===== config.mk =====
export PLATFORM = sky130hd
export DESIGN_NAME = alu_sequencer_flat
export DESIGN_NICKNAME = d
export VERILOG_FILES = /design/src/rtl/alu_sequencer_pkg.sv /design/src/rtl/alu_sequencer_if.sv /design/src/rtl/alu_sequencer_instr_decode.sv /design/src/rtl/alu_sequencer.sv /design/src/flat_wrapper.sv
export SDC_FILE = /design/constraint.sdc
export NUM_CORES = 1
export LEC_CHECK = 0
export BUFFER_PORTS_ARGS = -buffer_cell sky130_fd_sc_hd__buf_2
export CAP_MARGIN = 5
export CORE_MARGIN = 2
export CORE_UTILIZATION = 48
export CTS_BUF_LIST = sky130_fd_sc_hd__clkbuf_8
export CTS_CLUSTER_SIZE = 25
export DETAILED_ROUTE_END_ITERATION = 10
export HOLD_SLACK_MARGIN = 0.02
export PLACE_DENSITY = 0.78
export SYNTH_ARGS = -nofsm -noshare
export SYNTH_HDL_FRONTEND = slang
export SYNTH_SLANG_ARGS = --single-unit

===== constraint.sdc =====
create_clock -name clk -period 2.4 [get_ports clk]
set_input_delay 0.12 -clock clk [delete_from_list [all_inputs] [get_ports clk]]
set_output_delay 0.12 -clock clk [all_outputs]
set_load 0.05 [all_outputs]

===== src/rtl/alu_sequencer_pkg.sv =====
// Shared types and constants for the ALU sequencer: FSM states, opcodes and
// instruction field positions.
package alu_seq_pkg;

  typedef enum logic [2:0] {
    S_IDLE,
    S_FETCH,
    S_DECODE,
    S_EXECUTE,
    S_MEMORY,
    S_WRITEBACK,
    S_HALT
  } state_t;

  localparam logic [3:0] OP_ADD  = 4'h0;
  localparam logic [3:0] OP_SUB  = 4'h1;
  localparam logic [3:0] OP_RSB  = 4'h2;
  localparam logic [3:0] OP_AND  = 4'h3;
  localparam logic [3:0] OP_ORR  = 4'h4;
  localparam logic [3:0] OP_EOR  = 4'h5;
  localparam logic [3:0] OP_BIC  = 4'h6;
  localparam logic [3:0] OP_MOV  = 4'h7;
  localparam logic [3:0] OP_CMP  = 4'h8;
  localparam logic [3:0] OP_LDR  = 4'h9;
  localparam logic [3:0] OP_STR  = 4'hA;
  localparam logic [3:0] OP_HALT = 4'hE;
  localparam logic [3:0] OP_NOP  = 4'hF;

  localparam int COND_MSB  = 31;
  localparam int COND_LSB  = 28;
  localparam int OP_MSB    = 27;
  localparam int OP_LSB    = 24;
  localparam int S_BIT     = 23;
  localparam int SHIFT_MSB = 22;
  localparam int SHIFT_LSB = 20;
  localparam int RD_MSB    = 19;
  localparam int RD_LSB    = 16;
  localparam int RN_MSB    = 15;
  localparam int RN_LSB    = 12;
  localparam int RM_MSB    = 11;
  localparam int RM_LSB    = 8;
  localparam int IM_MSB    = 15;
  localparam int IM_LSB    = 0;

endpackage


===== src/rtl/alu_sequencer_if.sv =====
// Bus between the sequencer and its neighbours (instruction memory, register
// file, ALU, data memory). Every request is held until its ack is seen on a clock edge.
interface alu_sequencer_if #(parameter int PC_WIDTH = 16);
  logic                start;
  logic                instr_req;
  logic [PC_WIDTH-1:0] instr_addr;
  logic                instr_ack;
  logic [31:0]         instr_data;
  logic [3:0]          rf_ra1;
  logic [3:0]          rf_ra2;
  logic [3:0]          rf_wa;
  logic                rf_we;
  logic                rf_wsel;
  logic                alu_en;
  logic [3:0]          alu_opcode;
  logic [3:0]          alu_cond;
  logic                alu_s;
  logic [2:0]          alu_shift;
  logic [15:0]         alu_im;
  logic                alu_cnd_met;
  logic                mem_req;
  logic                mem_we;
  logic                mem_ack;
  logic                busy;
  logic                halted;
  logic                illegal;

  modport master (
    input  start, instr_ack, instr_data, alu_cnd_met, mem_ack,
    output instr_req, instr_addr, rf_ra1, rf_ra2, rf_wa, rf_we, rf_wsel,
           alu_en, alu_opcode, alu_cond, alu_s, alu_shift, alu_im,
           mem_req, mem_we, busy, halted, illegal
  );

  modport slave (
    output start, instr_ack, instr_data, alu_cnd_met, mem_ack,
    input  instr_req, instr_addr, rf_ra1, rf_ra2, rf_wa, rf_we, rf_wsel,
           alu_en, alu_opcode, alu_cond, alu_s, alu_shift, alu_im,
           mem_req, mem_we, busy, halted, illegal
  );
endinterface


===== src/rtl/alu_sequencer_instr_decode.sv =====
// Combinational split of the instruction register into fields and class flags.
module instr_decode
  import alu_seq_pkg::*;
(
  input  logic [31:0] ir,
  output logic [3:0]  cond,
  output logic [3:0]  opcode,
  output logic        s,
  output logic [2:0]  shift,
  output logic [3:0]  rd,
  output logic [3:0]  rn,
  output logic [3:0]  rm,
  output logic [15:0] im,
  output logic        is_alu,
  output logic        is_cmp,
  output logic        is_ldr,
  output logic        is_str,
  output logic        is_halt,
  output logic        is_nop,
  output logic        is_illegal
);
  assign cond   = ir[COND_MSB:COND_LSB];
  assign opcode = ir[OP_MSB:OP_LSB];
  assign s      = ir[S_BIT];
  assign shift  = ir[SHIFT_MSB:SHIFT_LSB];
  assign rd     = ir[RD_MSB:RD_LSB];
  assign rn     = ir[RN_MSB:RN_LSB];
  assign rm     = ir[RM_MSB:RM_LSB];
  assign im     = ir[IM_MSB:IM_LSB];

  assign is_alu     = (opcode <= OP_MOV);
  assign is_cmp     = (opcode == OP_CMP);
  assign is_ldr     = (opcode == OP_LDR);
  assign is_str     = (opcode == OP_STR);
  assign is_halt    = (opcode == OP_HALT);
  assign is_nop     = (opcode == OP_NOP);
  // 1011..1101 have no defined behaviour
  assign is_illegal = (opcode > OP_STR) && (opcode < OP_HALT);
endmodule


===== src/rtl/alu_sequencer.sv =====
// Multi-cycle fetch/decode/execute/memory/write-back sequencer driving the ALU,
// register file and data memory; owns the program counter.
module alu_sequencer
  import alu_seq_pkg::*;
#(
  parameter int                  PC_WIDTH = 16,
  parameter logic [PC_WIDTH-1:0] RESET_PC = '0
) (
  input  logic              clk,
  input  logic              reset,
  alu_sequencer_if.master   bus,
  output state_t            state_dbg
);
  state_t              state, state_nxt;
  logic [31:0]         ir;
  logic [PC_WIDTH-1:0] pc;
  logic                pc_inc, ir_load;
  logic                instr_req, alu_en, mem_req, mem_we, rf_we, rf_wsel, illegal;

  logic [3:0]  cond, opcode, rd, rn, rm;
  logic        s;
  logic [2:0]  shift;
  logic [15:0] im;
  logic        is_alu, is_cmp, is_ldr, is_str, is_halt, is_nop, is_illegal;

  instr_decode u_decode (
    .ir(ir), .cond(cond), .opcode(opcode), .s(s), .shift(shift),
    .rd(rd), .rn(rn), .rm(rm), .im(im),
    .is_alu(is_alu), .is_cmp(is_cmp), .is_ldr(is_ldr), .is_str(is_str),
    .is_halt(is_halt), .is_nop(is_nop), .is_illegal(is_illegal)
  );

  always_ff @(posedge clk) begin
    if (reset) begin
      state <= S_IDLE;
      ir    <= '0;
      pc    <= RESET_PC;
    end else begin
      state <= state_nxt;
      if (ir_load) ir <= bus.instr_data;
      if (pc_inc)  pc <= pc + PC_WIDTH'(1);
    end
  end

  always_comb begin
    state_nxt = state;
    pc_inc    = 1'b0;
    ir_load   = 1'b0;
    instr_req = 1'b0;
    alu_en    = 1'b0;
    mem_req   = 1'b0;
    mem_we    = 1'b0;
    rf_we     = 1'b0;
    rf_wsel   = 1'b0;
    illegal   = 1'b0;
    unique case (state)
      S_IDLE: if (bus.start) state_nxt = S_FETCH;
      S_FETCH: begin
        instr_req = 1'b1;
        if (bus.instr_ack) begin
          ir_load   = 1'b1;
          state_nxt = S_DECODE;
        end
      end
      S_DECODE: begin
        // the pulse flags the undefined opcode even when its condition fails
        illegal = is_illegal;
        if (!bus.alu_cnd_met || is_nop || is_illegal) begin
          pc_inc    = 1'b1;
          state_nxt = S_FETCH;
        end else if (is_halt) begin
          state_nxt = S_HALT;
        end else begin
          state_nxt = S_EXECUTE;
        end
      end
      S_EXECUTE: begin
        alu_en = 1'b1;
        if (is_alu) begin
          state_nxt = S_WRITEBACK;
        end else if (is_cmp) begin
          pc_inc    = 1'b1;
          state_nxt = S_FETCH;
        end else begin
          state_nxt = S_MEMORY;
        end
      end
      S_MEMORY: begin
        mem_req = 1'b1;
        mem_we  = is_str;
        if (bus.mem_ack) begin
          if (is_ldr) begin
            state_nxt = S_WRITEBACK;
          end else begin
            pc_inc    = 1'b1;
            state_nxt = S_FETCH;
          end
        end
      end
      S_WRITEBACK: begin
        rf_we     = 1'b1;
        rf_wsel   = is_ldr;
        pc_inc    = 1'b1;
        state_nxt = S_FETCH;
      end
      S_HALT:  state_nxt = S_HALT;
      default: state_nxt = S_IDLE;
    endcase
  end

  // Field outputs come straight from IR, so they hold from the fetch ack until the next one.
  assign bus.instr_req  = instr_req;
  assign bus.instr_addr = pc;
  assign bus.rf_ra1     = rn;
  assign bus.rf_ra2     = rm;
  assign bus.rf_wa      = rd;
  assign bus.rf_we      = rf_we;
  assign bus.rf_wsel    = rf_wsel;
  assign bus.alu_en     = alu_en;
  assign bus.alu_opcode = opcode;
  assign bus.alu_cond   = cond;
  assign bus.alu_s      = s;
  assign bus.alu_shift  = shift;
  assign bus.alu_im     = im;
  assign bus.mem_req    = mem_req;
  assign bus.mem_we     = mem_we;
  assign bus.busy       = (state != S_IDLE) && (state != S_HALT);
  assign bus.halted     = (state == S_HALT);
  assign bus.illegal    = illegal;
  assign state_dbg      = state;
endmodule


===== src/flat_wrapper.sv =====
// flat-port wrapper written by rule: the top's interface ports become plain ports
module alu_sequencer_flat import alu_seq_pkg::*;
#(
  parameter int                  PC_WIDTH = 16,
  parameter logic [PC_WIDTH-1:0] RESET_PC = '0
)
  (clk, reset, state_dbg, bus_start, bus_instr_ack, bus_instr_data, bus_alu_cnd_met, bus_mem_ack, bus_instr_req, bus_instr_addr, bus_rf_ra1, bus_rf_ra2, bus_rf_wa, bus_rf_we, bus_rf_wsel, bus_alu_en, bus_alu_opcode, bus_alu_cond, bus_alu_s, bus_alu_shift, bus_alu_im, bus_mem_req, bus_mem_we, bus_busy, bus_halted, bus_illegal);
  alu_sequencer_if #(.PC_WIDTH(PC_WIDTH)) bus_i ();
  input  logic clk;
  input  logic reset;
  output state_t state_dbg;
  input wire logic [$bits(bus_i.start)-1:0] bus_start;
  input wire logic [$bits(bus_i.instr_ack)-1:0] bus_instr_ack;
  input wire logic [$bits(bus_i.instr_data)-1:0] bus_instr_data;
  input wire logic [$bits(bus_i.alu_cnd_met)-1:0] bus_alu_cnd_met;
  input wire logic [$bits(bus_i.mem_ack)-1:0] bus_mem_ack;
  output wire logic [$bits(bus_i.instr_req)-1:0] bus_instr_req;
  output wire logic [$bits(bus_i.instr_addr)-1:0] bus_instr_addr;
  output wire logic [$bits(bus_i.rf_ra1)-1:0] bus_rf_ra1;
  output wire logic [$bits(bus_i.rf_ra2)-1:0] bus_rf_ra2;
  output wire logic [$bits(bus_i.rf_wa)-1:0] bus_rf_wa;
  output wire logic [$bits(bus_i.rf_we)-1:0] bus_rf_we;
  output wire logic [$bits(bus_i.rf_wsel)-1:0] bus_rf_wsel;
  output wire logic [$bits(bus_i.alu_en)-1:0] bus_alu_en;
  output wire logic [$bits(bus_i.alu_opcode)-1:0] bus_alu_opcode;
  output wire logic [$bits(bus_i.alu_cond)-1:0] bus_alu_cond;
  output wire logic [$bits(bus_i.alu_s)-1:0] bus_alu_s;
  output wire logic [$bits(bus_i.alu_shift)-1:0] bus_alu_shift;
  output wire logic [$bits(bus_i.alu_im)-1:0] bus_alu_im;
  output wire logic [$bits(bus_i.mem_req)-1:0] bus_mem_req;
  output wire logic [$bits(bus_i.mem_we)-1:0] bus_mem_we;
  output wire logic [$bits(bus_i.busy)-1:0] bus_busy;
  output wire logic [$bits(bus_i.halted)-1:0] bus_halted;
  output wire logic [$bits(bus_i.illegal)-1:0] bus_illegal;
  assign bus_i.start = bus_start;
  assign bus_i.instr_ack = bus_instr_ack;
  assign bus_i.instr_data = bus_instr_data;
  assign bus_i.alu_cnd_met = bus_alu_cnd_met;
  assign bus_i.mem_ack = bus_mem_ack;
  assign bus_instr_req = bus_i.instr_req;
  assign bus_instr_addr = bus_i.instr_addr;
  assign bus_rf_ra1 = bus_i.rf_ra1;
  assign bus_rf_ra2 = bus_i.rf_ra2;
  assign bus_rf_wa = bus_i.rf_wa;
  assign bus_rf_we = bus_i.rf_we;
  assign bus_rf_wsel = bus_i.rf_wsel;
  assign bus_alu_en = bus_i.alu_en;
  assign bus_alu_opcode = bus_i.alu_opcode;
  assign bus_alu_cond = bus_i.alu_cond;
  assign bus_alu_s = bus_i.alu_s;
  assign bus_alu_shift = bus_i.alu_shift;
  assign bus_alu_im = bus_i.alu_im;
  assign bus_mem_req = bus_i.mem_req;
  assign bus_mem_we = bus_i.mem_we;
  assign bus_busy = bus_i.busy;
  assign bus_halted = bus_i.halted;
  assign bus_illegal = bus_i.illegal;
  alu_sequencer #(.PC_WIDTH(PC_WIDTH), .RESET_PC(RESET_PC)) u_core (.clk(clk), .reset(reset), .bus(bus_i), .state_dbg(state_dbg));
endmodule

==> summary.txt, run 1 <==
Clocking
  • Postcts setup bufs: 0
  • CTS Sinks: between 50 and 60
  • Cts bufs inserted: 5
  • Post_cts resized: 0
  • Hold bufs inserted after CTS: 0
  • Root Driver: clkbuf_8
  • TritonCTS clock tree: built
  • Clock-pin slew on the worst setup and hold paths: 0.09 ns
  • Clock latency on the worst-skew pair: about 0.3 ns
  • Clock buffer depth: 2
  • H-tree depth: 2

Cells and area
  • Final instance area: approximately 2900 µm²
  • Share of layout cells above drive strength 1: approximately a third
  • Final std cells w/o fill: between 400 and 500
  • Antenna diode count: 0
  • Nets: about 430
  • # fillers: between 400 and 500
  • Util after Layout: ~62%
  • Area grow syn2layout: 25.8%

Run
  • Max-Cap Viols: 0

GRT
  • Number of global-route vias before repair: 1997
  • First-pass GRT wire length: 8940 µm
  • Largest net degree at the start of global routing: 34
  • Initial antenna violation count: 0
  • Total GRT Usage: between 20% and 30%
  • Grt total ovfl: 0

Timing
  • Setup ws final: approximately 0.28 ns
  • Final Hold Vio Count: 0
  • Clk_skew: 0.00906 ns
  • Fmax: 472 MHz
  • RSZ-0062 raised after global routing: false
  • Slew headroom: between 60 and 70%
  • Post-route minimum period: 2.12 ns
  • Least-Margin Pin Slew: 0.458 ns
  • Final Max Tran Viols: 0
  • Setup-failing EPs final: 0
  • Fin Setup TNS: 0 ns
  • Final Cycle Share: roughly nine tenths

Power
  • Leak Pwr: 1.33 nW
  • VDD IR-drop max: approximately 0.00040 V
  • Pwr/cell area: between 500 and 600 nW/µm²

Place
  • Post-detail-place hpwl: between 3000 and 4000 µm
  • Number of port buffers: about 110
  • Dpl cell area: ~2800 µm²
  • Final GP Congestion: between 0.9 and 1
  • Pre-CTS setup slack: about 0.28 ns
  • Placed insts: 434

Route
  • Initial DRC Count: roughly 160
  • Wirelength per Cell: roughly 13 µm
  • Final Routed Wirelength: ~5600 µm
  • Post-DRT Antenna Nets: 0
  • Post-route DRC violation count: 0
  • Via-per-instance ratio: 5.34
  • Pre-antenna DRT Iters: 4
  • Vias: roughly 2400

Setup path
  • CP startpoint kind: flop
  • Worst path arrival time: 2.35 ns
  • Worst path bufs/invs: 1
  • CP max-delay cell: dfxtp_1
  • CP Max Fanout: 30
  • Largest stage delay on the critical path: just under 0.6 ns
  • Endpoint class of the critical path: flop
  • Worst path cell trace: nor2b_1 -> nor3b_2 -> a222oi_1 -> buf_12 -> or4_1 -> a21oi_1
  • Worst endpoint required time: between 2 and 3 ns
  • Critical path class: flop to flop
  • CP top delay family: simple AND/OR/NAND/NOR gates
  • Flop2flop setup slack: 0.28 ns

Synth
  • Commonest cells in the netlist: 74 x nand2_1, 51 x a21oi_1, 51 x dfxtp_1
  • Post-synthesis average cell area: approximately 8 µm²
  • Top_reg_cell synth: dfxtp_1
  • Ranking of synthesized cells by area: dfxtp_1 44%, nand2_1 12%, a21oi_1 11%
  • Synth warnings: 0
  • Distinct cells, synth: 43
  • Asr flop ratio synth: 0%
  • Yosys reg bits: 51
  • Yosys top cell area share: 44.2%
  • Synthesized Nets: 336
  • Number of flops mapped to enable cells by yosys: 0
  • Sequential area share after synthesis: about 44%
  • Most frequent cell after synthesis: nand2_1
  • Synthesized cell area: between 2000 and 2500 µm²
  • Post-Synthesis Cells: a little under 300
  • Cell taking the most area after synthesis: dfxtp_1

Run status
  • Status: complete, no violations

Hold path
  • Type of the tightest min-delay check: input port to flop

Floorplan
  • Die width: around 73 µm
  • Die ar.: roughly 5400 µm²
  • Initial Util: between 40% and 50%
  • IO Pins: between 100 and 150
  • Total core area: 4690 µm²
  • Num rows: 25
  • Die Y: between 70 and 80 µm
-- registers in the layout, summed over array words and instances (netlist names) --
signal	count
u_core.state_dbg	3
u_core.bus.instr_addr	16
u_core.ir	32
-- final timing paths --
path | to | cells past startpoint | startpoint
worst min-delay path | u_core.ir[6]$_SDFFE_PP0P_ | 3 | bus_instr_data[6]
worst min register to register | u_core.ir[0]$_SDFFE_PP0P_ | 2 | u_core.ir[0]$_SDFFE_PP0P_
worst max register to register | u_core.bus.instr_addr[13]$_SDFFE_PP0P_ | 6 | u_core.state_dbg[1]$_SDFFE_PP0P_
worst max-delay path | u_core.bus.instr_addr[13]$_SDFFE_PP0P_ | 6 | u_core.state_dbg[1]$_SDFFE_PP0P_
-- final cells by class --
cell class                 count  area (µm²)  share of cell area [%]
clock inverter                 3        20.0                   0.689
clock buffer                   5        68.8                    2.37
inverter                       3        11.3                   0.387
sequential                    51        1020                    35.1
timing repair buffer         111         583                    20.1
tap                           54        67.6                    2.32
multi-input combinational    215        1130                    39.0
-- worst register-to-register path, stage by stage (launching register included) --
cell	delay [ns]
dfxtp_1	0.59
nor2b_1	0.25
nor3b_2	0.19
a222oi_1	0.16
buf_12	0.19
or4_1	0.51
a21oi_1	0.15
-- through the flow --
stage,hold WS (ns),power (mW)
global placement,0.360,1.23
CTS,0.0318,1.71
global route,0.0314,1.77
floorplan,0.256,1.15
detailed placement,0.366,1.23
finish,0.0402,1.69
-- per-layer routing --
metal	share of wire [%]	up-vias	GRT usage (%)
li1	-	1196	-
met1	45	1066	26.4
met2	48	91	34.6
met3	6.4	6	4.53
met4	1.1	0	7.68
met5	0	-	0
-- cell usage in the layout, fill, tap and decap left out, drive strengths merged, types with 4 or more instances in the layout --
cell type / n
nand3: 7
or3: 12
dfxtp: 51
nand4: 5
clkbuf: 5
o31ai: 4
nor2: 6
nor2b: 5
and2: 6
a21oi: 51
o21ai: 14
buf: 111
nand2: 74
-- power breakdown --
| part | total [mW] | switching (mW) | internal (mW) |
|---|---|---|---|
| Clock | 0.481 | 0.278 | 0.203 |
| Sequential | 0.896 | 0.0225 | 0.873 |
| Combinational | 0.316 | 0.229 | 0.0874 |
-- kinds of logic after synthesis --
logic type	synth area share, %
and+or+nand+nor	28.8
DFF	44.2
adders and majority gates	0.541
buffers and inverters	7.04
AOI/OAI and AO/OA	18.7
xor gates and xnor gates	0.379
muxes	0.433
No activity file was read; power rests on OpenSTA's default activity.
==> run 2, diff against run 1 <==
--- a/config.mk
+++ b/config.mk
@@ -10,10 +10,10 @@
 export CORE_MARGIN = 2
 export CORE_UTILIZATION = 48
 export CTS_BUF_LIST = sky130_fd_sc_hd__clkbuf_8
-export CTS_CLUSTER_SIZE = 25
 export DETAILED_ROUTE_END_ITERATION = 10
 export HOLD_SLACK_MARGIN = 0.02
 export PLACE_DENSITY = 0.78
+export RECOVER_POWER = 100
 export SYNTH_ARGS = -nofsm -noshare
 export SYNTH_HDL_FRONTEND = slang
 export SYNTH_SLANG_ARGS = --single-unit
==> summary.txt, run 2 (synthesized netlist as in run 1, its figures left out) <==
Route
  • Via-per-instance ratio: around 5.3
  • Post-route DRC violation count: 0
  • Post-DRT Antenna Nets: 0
  • Pre-antenna DRT Iters: 4
  • WL met2: approximately 2700 µm
  • Final Routed Wirelength: 5550 µm
  • Initial DRC Count: 126
  • Wire length on met1: 2490 µm
  • Highest metal used: met4
  • Wirelength per Cell: 12.5 µm
  • WL met3: about 320 µm
  • Vias: around 2300

Power
  • Seq pwr share: a little over half
  • Clock power share: between 20% and 30%
  • Pwr/cell area: slightly below 600 nW/µm²
  • Switch share: 31.3%
  • Int Power: ~1.2 mW
  • Leak Pwr: 1.02 nW
  • Comb power frac: between 10% and 20%
  • VDD IR-drop max: about 0.00040 V
  • NetSw: 0.525 mW

Run status
  • Status: complete, no violations

Timing
  • Post-route minimum period: about 2.1 ns
  • Clk_skew: a little over 0.009 ns
  • Slew headroom: around 58%
  • Least-Margin Pin Slew: around 0.64 ns
  • Final Hold Vio Count: 0
  • Final Cycle Share: 88.1%
  • Setup-failing EPs final: 0
  • Fin Setup TNS: 0 ns
  • Final Max Tran Viols: 0
  • Fmax: around 470 MHz
  • RSZ-0062 raised after global routing: false

Floorplan
  • Die ar.: about 5400 µm²
  • Total core area: between 4000 and 5000 µm²
  • Num rows: 25
  • Die width: around 73 µm
  • Die Y: between 70 and 80 µm
  • Initial Util: around half
  • IO Pins: 106

GRT
  • Number of global-route vias before repair: roughly 2000
  • Initial antenna violation count: 0
  • Largest net degree at the start of global routing: 34
  • Grt total ovfl: 0
  • First-pass GRT wire length: just under 9000 µm
  • Total GRT Usage: between 20% and 30%

Setup path
  • CP Max Fanout: 10
  • CP startpoint kind: flop
  • Critical path class: flop to output port
  • Largest stage delay on the critical path: 0.53 ns
  • Endpoint class of the critical path: output port
  • Worst path arrival time: approximately 2.0 ns
  • Worst path bufs/invs: 1
  • Worst path cell trace: nor2b_1 -> nor2b_2 -> and4b_1 -> clkbuf_1
  • Worst endpoint required time: ~2.3 ns
  • CP top delay family: simple AND/OR/NAND/NOR gates
  • CP max-delay cell: dfxtp_1

Cells and area
  • Nets: around 430
  • Most flops, register: u_core.ir
  • Most frequent cells in the layout: 74 x nand2_1, 69 x clkbuf_1, 51 x a21oi_1, 51 x dfxtp_1, 37 x buf_2
  • Share of layout cells above drive strength 1: 13.7%
  • Util after Layout: between 50% and 60%
  • Most common cell after layout, fill and taps aside: nand2_1
  • # fillers: roughly 500
  • Area grow syn2layout: 21.5%
  • Max FFs per register: 32
  • Antenna diode count: 0

Clocking
  • H-tree depth: 2
  • Post_cts resized: 0
  • Postcts setup bufs: 0
  • CTS Sinks: 51
  • Clock buffer depth: 2
  • Clock latency on the worst-skew pair: approximately 0.3 ns
  • Hold bufs inserted after CTS: 0
  • TritonCTS clock tree: built
  • Clock-pin slew on the worst setup and hold paths: ~0.09 ns
  • Cts bufs inserted: 5
  • Root Driver: clkbuf_8

Run
  • Max-Cap Viols: 0

Place
  • Number of port buffers: 105
  • Final GP Congestion: 0.916
  • Post-detail-place hpwl: 3910 µm

Hold path
  • Type of the tightest min-delay check: input port to flop
==> run 2: cell type report <==
type                            instances  area [µm²]  share of cell area (%)
Timing Repair Buffer                  111         489                    17.4
Tap cell                               54        67.6                    2.41
Sequential cell                        51        1020                    36.4
Clock inverter                          3        20.0                   0.713
Inverter                                3        11.3                   0.401
Multi-Input combinational cell        215        1130                    40.2
Clock buffer                            5        68.8                    2.45
==> run 2: layer usage <==
| layer | GRT usage [%] | vias to the layer above |
|---|---|---|
| li1 | - | 1198 |
| met1 | 26.4 | 1050 |
| met2 | 34.6 | 82 |
| met3 | 4.53 | 4 |
| met4 | 7.68 | 0 |
| met5 | 0 | - |
==> run 2: worst paths after layout <==
kind,to,cells after the start,startpoint,slack [ns]
max reg2reg,u_core.bus.instr_addr[13]$_SDFFE_PP0P_,6,u_core.state_dbg[1]$_SDFFE_PP0P_,0.29
min reg2reg,u_core.ir[0]$_SDFFE_PP0P_,2,u_core.ir[0]$_SDFFE_PP0P_,0.46
min,u_core.ir[6]$_SDFFE_PP0P_,3,bus_instr_data[6],0.04
max,bus_mem_we,4,u_core.state_dbg[2]$_SDFFE_PP0P_,0.29
==> run 2: worst reg2reg max path, delay by kind of cell, from the launching register on <==
family | cells | cell delay [ns]
AO/OA/AOI/OAI | 2 | 0.30
buffers and inverters | 1 | 0.20
flip-flops | 1 | 0.58
AND/OR/NAND/NOR | 3 | 0.97
==> run 2: metrics by stage <==
stage	setup WS, ns	hold slack [ns]	power (mW)	cells	cell area, µm²
2_1_floorplan	0.105	0.256	1.15	297	2320
3_3_place_gp	0.433	0.360	1.23	434	2820
3_5_place_dp	0.276	0.366	1.23	434	2820
4_1_cts	0.280	0.0318	1.71	442	2910
5_1_grt	0.0723	0.0314	1.76	442	2810
6_report	0.286	0.0433	1.68	442	2810
==> run 2: power by group through the flow <==
| stage | registers [mW] | clock network (mW) | logic, mW |
|---|---|---|---|
| CTS | 0.896 | 0.498 | 0.317 |
| detailed placement | 0.915 | 0 | 0.317 |
| finish | 0.896 | 0.476 | 0.303 |
| floorplan | 1.01 | 0 | 0.142 |
| global placement | 0.914 | 0 | 0.316 |
| global route | 0.901 | 0.529 | 0.328 |
